### src/rtl/pull_arb_pkg.sv
// pull_arb_pkg: shared state type, round-robin helper and sizing constants
// for the pull request arbiter and its round-robin selector.
package pull_arb_pkg;

    // Arbiter FSM states: waiting for a host, waiting for the source, returning the ack.
    typedef enum logic [1:0] {
        StIdle,
        StReq,
        StResp
    } pull_arb_state_e;

    // Widest request vector the round-robin helper handles.
    localparam int unsigned MaxReq  = 32;
    localparam int unsigned MaxIdxW = $clog2(MaxReq);

    // Default downstream wait limit and the counter width it needs.
    localparam int unsigned DefTimeoutCycles = 1024;
    localparam int unsigned TimeoutW         = $clog2(DefTimeoutCycles);

    // Result of a round-robin search: whether anyone requested, and who won.
    typedef struct packed {
        logic               found;
        logic [MaxIdxW-1:0] idx;
    } rr_pick_t;

    // Return the first asserted request at or after ptr, wrapping modulo num_req.
    // ptr must be below num_req and num_req must not exceed MaxReq.
    function automatic rr_pick_t rr_pick(input logic [MaxReq-1:0]  req,
                                         input logic [MaxIdxW-1:0] ptr,
                                         input int unsigned        num_req);
        rr_pick_t    res;
        int unsigned pos;
        res = '0;
        for (int unsigned i = 0; i < MaxReq; i++) begin
            pos = 32'(ptr) + i;
            if (pos >= num_req) begin
                pos = pos - num_req;
            end
            if ((i < num_req) && !res.found && req[pos[MaxIdxW-1:0]]) begin
                res.found = 1'b1;
                res.idx   = pos[MaxIdxW-1:0];
            end
        end
        return res;
    endfunction

endpackage

### src/rtl/pull_arb_rr_pick.sv
// pull_arb_rr_pick: purely combinational round-robin selector. Given a request
// vector and a priority pointer it reports whether any request is set and the
// index of the first one at or after the pointer (wrapping). Usable by any arbiter.
module pull_arb_rr_pick
    import pull_arb_pkg::*;
#(
    parameter  int unsigned NumReq = 4,
    localparam int unsigned IdxW   = $clog2(NumReq)
) (
    input  logic [NumReq-1:0] req,
    input  logic [IdxW-1:0]   ptr,
    output logic              valid,
    output logic [IdxW-1:0]   idx
);

    logic [MaxReq-1:0]  req_ext;
    logic [MaxIdxW-1:0] ptr_ext;
    rr_pick_t           pick;
    logic               unused_pick_idx;

    // Widen request and pointer to the helper's fixed width, then narrow the winner back.
    always_comb begin
        req_ext             = '0;
        req_ext[NumReq-1:0] = req;
        ptr_ext             = '0;
        ptr_ext[IdxW-1:0]   = ptr;
        pick                = rr_pick(req_ext, ptr_ext, NumReq);
        valid               = pick.found;
        idx                 = pick.idx[IdxW-1:0];
    end

    // Upper index bits are always zero for NumReq below MaxReq.
    assign unused_pick_idx = ^pick.idx;

endmodule

### src/rtl/pull_req_arbiter.sv
// pull_req_arbiter: shares one downstream req/ack pull source among NumReq
// upstream pull hosts. Grants are round-robin, one downstream transaction is in
// flight at a time, and the captured response is returned to the granted host
// with a one-cycle ack.
// Optional feature macro PULL_ARB_TIMEOUT_EN: builds a downstream wait counter
// that sets a sticky err_o after TimeoutCycles cycles without ack_i. Without it
// err_o is constant 0 and no counter exists.
module pull_req_arbiter
    import pull_arb_pkg::*;
#(
    parameter  int unsigned NumReq        = 4,
    parameter  int unsigned DataWidth     = 32,
    parameter  int unsigned TimeoutCycles = DefTimeoutCycles,
    localparam int unsigned IdxW          = $clog2(NumReq)
) (
    input  logic                 clk,
    input  logic                 rst_n,
    input  logic [NumReq-1:0]    req_i,
    output logic [NumReq-1:0]    ack_o,
    output logic [DataWidth-1:0] data_o,
    output logic                 req_o,
    input  logic                 ack_i,
    input  logic [DataWidth-1:0] data_i,
    output logic [IdxW-1:0]      gnt_idx_o,
    output logic                 err_o
);

    pull_arb_state_e      state;
    logic [IdxW-1:0]      rr_ptr;
    logic [IdxW-1:0]      gnt_idx;
    logic [DataWidth-1:0] data_q;
    logic                 req_q;
    logic [NumReq-1:0]    ack_q;

    logic                 pick_valid;
    logic [IdxW-1:0]      pick_idx;
    logic [NumReq-1:0]    gnt_onehot;
    logic [IdxW-1:0]      next_ptr;

    pull_arb_rr_pick #(
        .NumReq (NumReq)
    ) u_rr_pick (
        .req   (req_i),
        .ptr   (rr_ptr),
        .valid (pick_valid),
        .idx   (pick_idx)
    );

    // Decode the current grant to an ack vector and compute the pointer just past it.
    always_comb begin
        gnt_onehot          = '0;
        gnt_onehot[gnt_idx] = 1'b1;
        if (gnt_idx == IdxW'(NumReq - 1)) begin
            next_ptr = '0;
        end else begin
            next_ptr = gnt_idx + 1'b1;
        end
    end

    // Arbitration FSM: grant in IDLE, hold req_o until the source acks, then pulse the host ack.
    always_ff @(posedge clk or negedge rst_n) begin
        if (!rst_n) begin
            state   <= StIdle;
            rr_ptr  <= '0;
            gnt_idx <= '0;
            data_q  <= '0;
            req_q   <= 1'b0;
            ack_q   <= '0;
        end else begin
            unique case (state)
                StIdle: begin
                    if (pick_valid) begin
                        gnt_idx <= pick_idx;
                        req_q   <= 1'b1;
                        state   <= StReq;
                    end
                end
                StReq: begin
                    if (ack_i) begin
                        data_q <= data_i;
                        req_q  <= 1'b0;
                        ack_q  <= gnt_onehot;
                        state  <= StResp;
                    end
                end
                StResp: begin
                    ack_q  <= '0;
                    rr_ptr <= next_ptr;
                    state  <= StIdle;
                end
                default: begin
                    ack_q <= '0;
                    req_q <= 1'b0;
                    state <= StIdle;
                end
            endcase
        end
    end

    assign ack_o     = ack_q;
    assign data_o    = data_q;
    assign req_o     = req_q;
    assign gnt_idx_o = gnt_idx;

`ifdef PULL_ARB_TIMEOUT_EN
    localparam int unsigned   CntW    = $clog2(TimeoutCycles);
    localparam logic [CntW-1:0] TermCnt = CntW'(TimeoutCycles - 1);

    logic [CntW-1:0] wait_cnt;
    logic            err_q;

    // Count cycles spent waiting in REQ; a terminal count without ack_i latches a sticky error.
    always_ff @(posedge clk or negedge rst_n) begin
        if (!rst_n) begin
            wait_cnt <= '0;
            err_q    <= 1'b0;
        end else begin
            if (state == StIdle && pick_valid) begin
                wait_cnt <= '0;
            end else if (state == StReq && wait_cnt != TermCnt) begin
                wait_cnt <= wait_cnt + 1'b1;
            end
            if (state == StReq && !ack_i && wait_cnt == TermCnt) begin
                err_q <= 1'b1;
            end
        end
    end

    assign err_o = err_q;
`else
    // TimeoutCycles only matters when the counter is built.
    logic unused_timeout_cfg;
    assign unused_timeout_cfg = (TimeoutCycles != 0);
    assign err_o              = 1'b0;
`endif

endmodule
### config.mk
export PLATFORM = sky130hd
export DESIGN_NAME = pull_req_arbiter
export DESIGN_NICKNAME = d
export VERILOG_FILES = /design/src/rtl/pull_arb_pkg.sv /design/src/rtl/pull_arb_rr_pick.sv /design/src/rtl/pull_req_arbiter.sv
export SDC_FILE = /design/constraint.sdc
export NUM_CORES = 1
export LEC_CHECK = 0
export ABC_CLOCK_PERIOD_IN_PS = 2350
export BUFFER_PORTS_ARGS = -buffer_cell sky130_fd_sc_hd__buf_2
export CAP_MARGIN = 20
export CELL_PAD_IN_SITES_DETAIL_PLACEMENT = 1
export CELL_PAD_IN_SITES_GLOBAL_PLACEMENT = 2
export CORE_MARGIN = 5
export CORE_UTILIZATION = 31
export CTS_BUF_LIST = sky130_fd_sc_hd__clkbuf_4 sky130_fd_sc_hd__clkbuf_8
export DETAILED_ROUTE_END_ITERATION = 7
export HOLD_SLACK_MARGIN = 0.06
export PLACE_DENSITY_LB_ADDON = 0.1
export SLEW_MARGIN = 20
export SYNTH_ARGS = -nofsm -noshare
export SYNTH_HDL_FRONTEND = slang
export SYNTH_SLANG_ARGS = --single-unit
### constraint.sdc
create_clock -name clk -period 2.35 [get_ports clk]
set_input_delay 0.705 -clock clk [delete_from_list [all_inputs] [get_ports clk]]
set_output_delay 0.705 -clock clk [all_outputs]
set_load 0.02 [all_outputs]
==> impl_metrics.ini, run 1 <==
[floorplanning]
ios = 79
num_rows = 29
initial_core_util_pct = 31.4
die_x_microns = 89.5
core_sq_mm = 0.00624
die_h_microns = 89.5
dieArea_sq_mm = 0.00801

[place]
dpl_cell_area_sq_mm = 0.00244
place_inst = 302
globalplace.congestion = 0.782
hpwl_microns = 3700
numPortBuffers = 77

[timing]
fin_skew_ns = 0.00557
hold_viol = 0
setup_tns_ns = 0
rsz0062_at_grt = no
maxSlewViolCount = 0
worst_pin_slew_ns = 0.602
timing.fmax_mhz = 472
finalCriticalPeriod_ns = 2.12
min_period_over_period_pct = 90.1
maxSlewHeadroom_pct = 59.3
holdWs_ns = 0.464
setup_viol = 0

[pwr]
clkPwrFrac_pct = 15.7
internal_power_mw = 2.22
p_comb_share_pct = 48.7
p_sw_share_pct = 41.2
power_leakage_nw = 1.24
ir_drop_mv = 0.616
powerDensity_mw_per_mm2 = 1480
seqPwrFrac_pct = 35.6
p_sw_mw = 1.56

[logic_synthesis]
ys_seq_area_share_pct = 55.0
ys.warnings.count = 0
ys_ff_latch = 43
synth_edf_count = 0
synth.area.mux_share_pct = 21.7
async_reset_ff_share_pct = 100
synth_flop_cell = dfrtp_1
postSynthAreaPerCell_sq_um = 13.0
synth_fp_nets = 198
synth_top_family_by_area = multiplexers
yosysUniqueCellTypes = 35
synth_compound_area_share_pct = 7.73
syn_area_sq_mm = 0.00196
synth-adder-area-share_pct = 5.11
synthCells = 151
synth_xor_area_share_pct = 0
synth-simple-area-share_pct = 6.84

[setup_path]
arrival_ns = 2.29
path_max_fanout = 11
cp-start-kind = register
path_cells = buf_4, mux2i_1, a211o_1, nor4bb_1, o22a_1, o22ai_1
r2r_cells = 6
cp_top_family = simple AND/OR/NAND/NOR gates
crit_buf_inv = 1
cpMaxStageDelayCell = nor4bb_1
crit_type = register to register
cpPeakStageDelay_ns = 0.59
cp.depth = 6
end_kind = register
critical_path_required_ns = 2.52

[min_path]
hp-class = primary input to async pin

[detailed_routing]
ant_nets = 0
vias = 1477
drt-initial-drc-count = 61
remaining_drc_errors = 0
viasPerCell = 4.76
firstDrtPassIters = 4
drt-total-wl_microns = 4900
wl_per_cell_microns = 15.8

[clock_tree]
clk_latency_ns = 0.30
clk_pin_slew_ns = 0.09
cts_buffers = 5
cts-root-buf = clkbuf_8
holdBufCountCts = 0
cts_buffer_depth = 2
cts_sinks = 43
cts_resized = 0
post_cts_buffers = 0
htreeDepth = 2
cts_tree = done

[outcome]
outcome = completed

[global_route]
antenna_found_initial = 0
grt_pass1_wl_microns = 7980
overflow = 0
grt_pass1_vias = 1668
grt_use_total_pct = 13.1
grt_max_degree = 44

[layout]
final_cell_area_sq_mm = 0.00256
final_cell_count_no_fill = 310
drive_gt1_share_pct = 54.1
mostFrequentLayoutCell = buf_2
syn_to_final_growth_pct = 30.5
layout_common_cells = buf_2, dfrtp_1, mux2_2
diodes = 0
num-nets-final = 279
fin_util_pct = 41.0

[run]
maxCapViolCount = 0
==> stage by stage <==
stage	worst slack, ns	power (mW)
floorplan	0.264	2.58
global placement	0.141	3.16
detailed placement	0.0769	3.24
CTS	0.241	3.84
global route	0.0559	4.07
finish	0.233	3.78
==> cell families after synthesis <==
logic type / after synthesis
fa+ha+maj: 8
simple gates: 26
flops: 43
mux: 37
other cells: 1
compound gates: 22
buf+inv: 14
==> synthesized netlist by cell type, types with 2 or more instances <==
cell type | number | area, sq um
buf_2 | 3 | 15.0
mux2_2 | 34 | 383
nor2_1 | 3 | 11.3
a21oi_1 | 8 | 40.0
mux2i_1 | 2 | 20.0
nand3_1 | 5 | 25.0
inv_1 | 7 | 26.3
nor3_1 | 2 | 10.0
nand2_1 | 8 | 30.0
a211o_1 | 2 | 17.5
ha_1 | 8 | 100
o31ai_1 | 3 | 22.5
nand2b_1 | 2 | 12.5
dfrtp_1 | 43 | 1080
==> power groups by stage <==
stage               sequential, mW  combinational (mW)  clock [mW]
floorplan                     1.74               0.844           0
global placement              1.33                1.83           0
detailed placement            1.36                1.87           0
CTS                           1.36                1.88       0.611
global route                  1.41                2.01       0.643
finish                        1.35                1.84       0.593
==> metal layers <==
metal / part of all wire (%) / GRT usage [%]
met1: 38 / 14.8
met2: 52 / 22.3
met3: 8.1 / 5.53
met4: 1.3 / 4.06
met5: 0 / 0
==> final timing paths <==
check / start / endpoint / slack (ns)
setup / recovery: rr_ptr[0] / req_o / 0.23
hold / removal: rst_n / gnt_idx_o[0] / 0.46
setup reg to reg: rr_ptr[0] / req_o / 0.23
hold reg to reg: data_o[15] / data_o[15] / 0.51
max in group asynchronous: rst_n / data_o[18] / 1.50
min in group clk: data_o[15] / data_o[15] / 0.51
==> cell type report <==
cell class                      count  area [sq um]
Clock buffer                        5          68.8
Multi-Input combinational cell     94           817
Clock inverter                      3          43.8
Sequential cell                    43          1080
Inverter                            7          26.3
Fill cell                         708          3680
Timing Repair Buffer               81           428
Tap cell                           77          96.3
==> flip-flops by register name (all words and copies together), names as in the netlist <==
register and cells:
req_o 1, gnt_idx_o 2, data_o 32, state 2
ack_o 4, rr_ptr 2
Power figures use the tool's default switching activity.
==> run 2, diff against run 1 <==
--- a/config.mk
+++ b/config.mk
@@ -16,6 +16,7 @@
 export DETAILED_ROUTE_END_ITERATION = 7
 export HOLD_SLACK_MARGIN = 0.06
 export PLACE_DENSITY_LB_ADDON = 0.1
+export RECOVER_POWER = 50
 export SLEW_MARGIN = 20
 export SYNTH_ARGS = -nofsm -noshare
 export SYNTH_HDL_FRONTEND = slang
==> impl_metrics.ini, run 2 (synthesis results as in run 1) <==
[place]
dpl_cell_area_sq_mm = 0.00244
numPortBuffers = 77
place_inst = 302
globalplace.congestion = 0.782
place_ws_ns = 0.0769
hpwl_microns = 3700

[layout]
num-nets-final = 279
final_cell_area_sq_mm = 0.00254
syn_to_final_growth_pct = 29.6
layout_common_cells = buf_2, dfrtp_1, mux2_2, clkbuf_1
drive_gt1_share_pct = 48.9
mostFrequentLayoutCell = buf_2
fin_util_pct = 40.7
largest_reg_flops = 32
final_cell_count_no_fill = 310
diodes = 0

[timing]
maxSlewHeadroom_pct = 28.9
rsz0062_at_grt = no
fin_skew_ns = 0.00462
maxSlewViolCount = 0
setup_viol = 0
holdWs_ns = 0.510
finalCriticalPeriod_ns = 2.12
setup_tns_ns = 0
min_period_over_period_pct = 90.2
timing.final.ws_setup_ns = 0.231
worst_pin_slew_ns = 1.07
timing.fmax_mhz = 472
hold_viol = 0

[clock_tree]
post_cts_buffers = 0
clk_pin_slew_ns = 0.08
cts_buffers = 5
cts_buffer_depth = 2
cts_sinks = 43
holdBufCountCts = 0
cts-root-buf = clkbuf_8
cts_resized = 0
htreeDepth = 2
cts_tree = done
clk_latency_ns = 0.30

[floorplanning]
dieArea_sq_mm = 0.00801
die_h_microns = 89.5
initial_core_util_pct = 31.4
num_rows = 29
ios = 79
core_sq_mm = 0.00624
die_x_microns = 89.5

[pwr]
clkPwrFrac_pct = 15.6
internal_power_mw = 2.19
power_leakage_nw = 1.20
powerDensity_mw_per_mm2 = 1480
p_comb_share_pct = 48.3
seqPwrFrac_pct = 36.1
power.total_mw = 3.75
p_sw_mw = 1.55
p_sw_share_pct = 41.5
ir_drop_mv = 0.602

[global_route]
grt_pass1_vias = 1668
overflow = 0
grt_pass1_wl_microns = 7980
antenna_found_initial = 0
grt_use_total_pct = 13.1
grt_max_degree = 44

[outcome]
outcome = completed

[detailed_routing]
drt-initial-drc-count = 59
ant_nets = 0
drt-total-wl_microns = 4900
firstDrtPassIters = 3
wl_per_cell_microns = 15.8
remaining_drc_errors = 0
viasPerCell = 4.75
vias = 1472

[setup_path]
critical_path_required_ns = 2.51
end_kind = register
crit_type = register to register
path_max_fanout = 11
arrival_ns = 2.28
cp-start-kind = register

[run]
maxCapViolCount = 0

[min_path]
hp-class = register to register
run 2: cell count changes in the layout (fill, tap and decap cells not counted):
cell	delta
buf_4	-1
buf_2	-12
clkbuf_2	+1
clkbuf_1	+12
run 2: path summary, 6_finish.rpt:
kind,start,to,slack [ns],depth (start not counted)
max,rr_ptr[0],req_o,0.23,6
min,data_o[16],data_o[16],0.51,1
max reg2reg,rr_ptr[0],req_o,0.23,6
min reg2reg,data_o[16],data_o[16],0.51,1
max in group asynchronous,rst_n,data_o[18],1.02,2
min in group asynchronous,rst_n,gnt_idx_o[0],0.67,2
run 2: power by group through the flow:
stage,logic [mW],clock network [mW],registers [mW]
floorplan,0.844,0,1.74
global placement,1.83,0,1.33
detailed placement,1.87,0,1.36
CTS,1.88,0.611,1.36
global route,1.98,0.643,1.41
finish,1.81,0.584,1.35
run 2: layout make-up:
cell class	count	area, sq um
Clock buffer	5	68.8
Clock inverter	3	43.8
Fill cell	716	3700
Inverter	7	26.3
Multi-Input combinational cell	94	817
Sequential cell	43	1080
Tap cell	77	96.3
Timing Repair Buffer	81	410
run 2: metal layers:
| layer | vias to the layer above | track usage (%) | routed length (microns) |
|---|---|---|---|
| met4 | 0 | 4.06 | 62 |
| met1 | 727 | 14.8 | 1900 |
| met3 | 6 | 5.53 | 386 |
| met2 | 45 | 22.3 | 2550 |
| li1 | 694 | - | - |
| met5 | - | 0 | 0 |
run 2: critical path, cell delays in order (launching register included):
cell and delay [ns]:
dfrtp_1 0.38, buf_4 0.20, mux2i_1 0.27, a211o_1 0.23, nor4bb_1 0.59, o22a_1 0.24, o22ai_1 0.07
